File: config.mk
export PLATFORM = sky130hd
export DESIGN_NAME = freq_meter
export DESIGN_NICKNAME = d
export VERILOG_FILES = /design/src/rtl/freq_meter.sv
export SDC_FILE = /design/constraint.sdc
export NUM_CORES = 1
export LEC_CHECK = 0
export ABC_CLOCK_PERIOD_IN_PS = 4600
export CORE_MARGIN = 2
export CORE_UTILIZATION = 47
export DETAILED_ROUTE_END_ITERATION = 8
export PLACE_DENSITY = 0.75
export SYNTH_ARGS = -nofsm -noshare
export SYNTH_HDL_FRONTEND = slang
export SYNTH_SLANG_ARGS = --single-unit
export TNS_END_PERCENT = 100
File: constraint.sdc
create_clock -name clk_ref -period 4.6 [get_ports clk_ref]
set_clock_uncertainty 0.05 [all_clocks]
set_input_delay 0.46 -clock clk_ref [delete_from_list [all_inputs] [get_ports clk_ref]]
set_output_delay 0.46 -clock clk_ref [all_outputs]
set_load 0.01 [all_outputs]
File: src/rtl/freq_meter.sv
// Period meter for a slow asynchronous square wave: reports each period in clk_ref cycles,
// flags tolerance and lock. Define FREQ_METER_HIGH_TIME_EN to also measure the high time.
module freq_meter #(
  parameter int CNT_W      = 16,
  parameter int EXPECT     = 100,
  parameter int TOL        = 2,
  parameter int LOCK_CNT   = 4,
  parameter int MAX_PERIOD = 1000
) (
  input  logic             clk_ref,
  input  logic             rst_n,
  input  logic             en,
  input  logic             sig_in,
  output logic [CNT_W-1:0] period_out,
  output logic             period_valid,
  output logic             in_tol,
  output logic             locked,
  output logic             timeout,
  output logic [CNT_W-1:0] high_out
);

  localparam int CW1   = CNT_W + 1;
  localparam int RUN_W = $clog2(LOCK_CNT + 1);
  // Bounds are held one bit wider so EXPECT+TOL cannot wrap; the lower bound clamps at 0.
  localparam logic [CNT_W:0]   LO_BOUND = (TOL > EXPECT) ? '0 : CW1'(EXPECT - TOL);
  localparam logic [CNT_W:0]   HI_BOUND = CW1'(EXPECT + TOL);
  localparam logic [CNT_W-1:0] MAX_CNT  = CNT_W'(MAX_PERIOD);
  localparam logic [RUN_W-1:0] RUN_FULL = RUN_W'(LOCK_CNT);

  typedef enum logic {IDLE, MEASURE} state_t;

  state_t           state, state_nxt;
  logic             s1, s2, s3;
  logic             rise;
  logic [CNT_W-1:0] cnt, cnt_nxt;
  logic [CNT_W-1:0] period_nxt;
  logic [RUN_W-1:0] run, run_nxt;
  logic             in_tol_nxt, valid_nxt, timeout_nxt;
  logic             cnt_ok;

  assign rise   = s2 & ~s3;
  assign cnt_ok = ({1'b0, cnt} >= LO_BOUND) && ({1'b0, cnt} <= HI_BOUND);
  assign locked = (run == RUN_FULL);

  // NOTE: every signal written here gets a default first, so no path leaves a value
  // unassigned and no latch is inferred.
  always_comb begin
    state_nxt   = state;
    cnt_nxt     = cnt;
    run_nxt     = run;
    period_nxt  = period_out;
    in_tol_nxt  = in_tol;
    valid_nxt   = 1'b0;
    timeout_nxt = 1'b0;
    if (!en) begin
      state_nxt = IDLE;
      cnt_nxt   = '0;
      run_nxt   = '0;
    end else begin
      case (state)
        IDLE: begin
          if (rise) begin
            cnt_nxt   = CNT_W'(1);
            state_nxt = MEASURE;
          end
        end
        MEASURE: begin
          if (rise) begin
            // A rise on the timeout cycle still counts as a normal period.
            period_nxt = cnt;
            valid_nxt  = 1'b1;
            in_tol_nxt = cnt_ok;
            cnt_nxt    = CNT_W'(1);
            if (!cnt_ok)          run_nxt = '0;
            else if (run != RUN_FULL) run_nxt = run + RUN_W'(1);
          end else if (cnt == MAX_CNT) begin
            timeout_nxt = 1'b1;
            in_tol_nxt  = 1'b0;
            run_nxt     = '0;
            cnt_nxt     = '0;
            state_nxt   = IDLE;
          end else begin
            cnt_nxt = cnt + CNT_W'(1);
          end
        end
        default: state_nxt = IDLE;
      endcase
    end
  end

  // NOTE: sequential state uses non-blocking assignments only, so every flop samples
  // the pre-edge value of its neighbours (the synchroniser chain depends on this).
  always_ff @(posedge clk_ref or negedge rst_n) begin
    if (!rst_n) begin
      s1           <= 1'b0;
      s2           <= 1'b0;
      s3           <= 1'b0;
      state        <= IDLE;
      cnt          <= '0;
      run          <= '0;
      period_out   <= '0;
      in_tol       <= 1'b0;
      period_valid <= 1'b0;
      timeout      <= 1'b0;
    end else begin
      s1           <= sig_in;
      s2           <= s1;
      s3           <= s2;
      state        <= state_nxt;
      cnt          <= cnt_nxt;
      run          <= run_nxt;
      period_out   <= period_nxt;
      in_tol       <= in_tol_nxt;
      period_valid <= valid_nxt;
      timeout      <= timeout_nxt;
    end
  end

`ifdef FREQ_METER_HIGH_TIME_EN
  logic [CNT_W-1:0] high_cnt, high_cnt_nxt, high_nxt;

  // The rise cycle itself is high, so a restart loads 1 rather than 0.
  always_comb begin
    high_cnt_nxt = high_cnt;
    high_nxt     = high_out;
    if (!en) begin
      high_cnt_nxt = '0;
    end else if (state == IDLE) begin
      if (rise) high_cnt_nxt = CNT_W'(1);
    end else if (rise) begin
      high_nxt     = high_cnt;
      high_cnt_nxt = CNT_W'(1);
    end else if (cnt == MAX_CNT) begin
      high_cnt_nxt = '0;
    end else begin
      high_cnt_nxt = high_cnt + CNT_W'(s2);
    end
  end

  always_ff @(posedge clk_ref or negedge rst_n) begin
    if (!rst_n) begin
      high_cnt <= '0;
      high_out <= '0;
    end else begin
      high_cnt <= high_cnt_nxt;
      high_out <= high_nxt;
    end
  end
`else
  assign high_out = '0;
`endif

endmodule

==> metrics.txt <==
GRT Residual Overflow=0; sequential fraction of the synthesis area=49.4%; worst-margin pin slew=0.905 ns; cell with the most instances after synthesis=dfrtp_1; Min Clock Period, post-route=2.16 ns; worst hold-check path type=input pin to async pin; antenna violations before repair=0; top cells by area, synth=dfrtp_1 (49%), mux2_2 (7.4%), buf_4 (5.7%), nand2_1 (3.4%), ha_1 (2.9%); Post-synth EDFFs=0; sequential share of power=59.1%; First DRT Iteration DRCs=118; average size of a mapped cell=11.0 um2; H-tree depth=2; Final Hold Viols=0; first-pass GRT wire length=6560 um; CTS tree=done; Post-synth top flop=dfrtp_1; R2R Setup Slk=2.66 ns; Slew headroom=39.7%; IO Pins=40; post-DP HPWL=2660 um; P&R area growth vs syn=12.7%; vias per cell=5.35; Post-Route WL=3770 um; mapped cell area=0.00213 mm2; Logic pwr share=6.3%; CTS Buffer Depth=2; RSZ-0062 raised after global routing=false; Worst-path clk slew=0.07 ns; Critical Path Sink Type=primary output; Sequential Area=0.00105 mm2; Ys Warns=0; VDD IR-drop max=167 uV; Placed Cells=261; core area=0.00435 mm2; number of global-route vias before repair=1323; final number of setup-violating endpoints=0; area share of the largest cell type after synthesis=49.4%; internal power=0.000491 W; hold_buf cts=0; sw frac=23.5%; clk root buf=clkbuf_8; # DRC=0; Pre-Repair DR Iteration Count=4; DR WL/cell=14.1 um; Fillers=387; hold_ws=0.242 ns; Net Switching=0.000151 W; crit path launch type=register; Layout Cells excl Fill=268; leakage=1.08 nW; maxcap violations=0; Power Density=268 mW/mm2; critical path class=register to primary output; Final period util=47.0%; Cells after Synth=193; final slew viol count=0; crit-path max FO=3; largest area contributor in the netlist=dfrtp_1; layout cells sized above 1=16.2%; PortBufs=23; starting density of the core=48.8%; largest net degree at the start of global routing=43; setup bufs post-CTS=0; nets=225; GRT Overall Usage=16.7%; Placer Congestion=0.811; worst path arrival time=1.65 ns; multi-input logic area=955 um2; routed vias=1434; die height=71.3 um; fmax=0.463 GHz; post_cts resized=0; FF+latch count, synth=42; Sink Count=42; fin worst setup slack=2.44 ns; Rows=24; Clk pwr share=34.6%; synth unique cells=47; die width=71.3 um; DIE AREA=0.00508 mm2; worst endpoint required time=4.09 ns; cts bufs inserted=5; clk_lat worst skew=0.29 ns; setup TNS=0 ns; antenna cells=0; antenna-violating nets left=0; Power Total=0.000642 W; fraction of registers with async set/reset=100%; status=completed; Post-Place Worst Slack=2.30 ns; top cells by count, synth=dfrtp_1 (42), nand2_1 (19), buf_4 (16), nor2_1 (16), mux2_2 (14)
## final timing paths
kind | startpoint | end | cells after the start
max in group asynchronous | rst_n | period_out[15]$_DFFE_PN0P_ | 1
setup / recovery | run[0]$_DFFE_PN0P_ | locked | 5
hold / removal | rst_n | period_out[2]$_DFFE_PN0P_ | 1
min in group clk_ref | s1$_DFF_PN0_ | s2$_DFF_PN0_ | 0
setup reg to reg | cnt[4]$_DFFE_PN0P_ | cnt[10]$_DFFE_PN0P_ | 5
hold reg to reg | s1$_DFF_PN0_ | s2$_DFF_PN0_ | 0
## metal layers
metal	track usage, %	vias to the layer above	wire (um)
met5	0	-	0
met4	5.66	0	56
met3	4.50	6	231
met2	24.9	51	1740
met1	23.7	699	1750
li1	-	678	-
## power groups by stage
| stage | registers (W) | logic [W] | clock network, W |
|---|---|---|---|
| 3_3_place_gp | 0.000386 | 0.0000405 | 0 |
| 3_5_place_dp | 0.000387 | 0.0000408 | 0 |
| 6_report | 0.000379 | 0.0000402 | 0.000222 |
| 5_1_grt | 0.000380 | 0.0000455 | 0.000247 |
| 2_1_floorplan | 0.000386 | 0.0000349 | 0 |
| 4_1_cts | 0.000379 | 0.0000410 | 0.000229 |
## placed cells by master, fill, tap and decap left out, types with 6 or more instances in the layout
cell type,count
nand3_1,6
inv_1,6
mux2_2,14
dfrtp_1,42
clkdlybuf4s50_1,22
nand2_1,19
xnor2_1,6
conb_1,16
nor2_1,16
## state kept, by name (all words and copies together), names as in the netlist
signal,count
run,3
state,1
cnt,16
period_out,16
s3,1
s1,1
in_tol,1
timeout,1
period_valid,1
s2,1
## stage by stage
step	cell area (um2)	util, %
global placement	2320	53.2
global route	2390	55.0
detailed placement	2320	53.2
CTS	2390	55.0
floorplan	2180	-
finish	2390	55.0
## worst max-delay path: stages (launching register included)
cell,delay (ns)
dfrtp_1,0.39
inv_1,0.09
ha_1,0.17
nand2_1,0.09
inv_1,0.09
clkdlybuf4s50_1,0.53
## cell type report
cell class,count,share of cell area (%)
Clock buffer,7,3.19
Inverter,6,0.940
Multi-Input combinational cell,138,39.9
Sequential cell,42,43.9
Tap cell,52,2.72
Timing Repair Buffer,23,9.40
## cell families after synthesis
family,after synthesis,synth area share (%)
XOR/XNOR,11,4.53
AND/OR/NAND/NOR,68,19.0
adder cells (fa/ha/maj),5,2.94
flip-flops,42,49.4
multiplexers,14,7.42
buffers and inverters,28,8.30
AO/OA/AOI/OAI,24,8.18
other,1,0.176
Note: power is estimated with default switching activity, not from simulation.
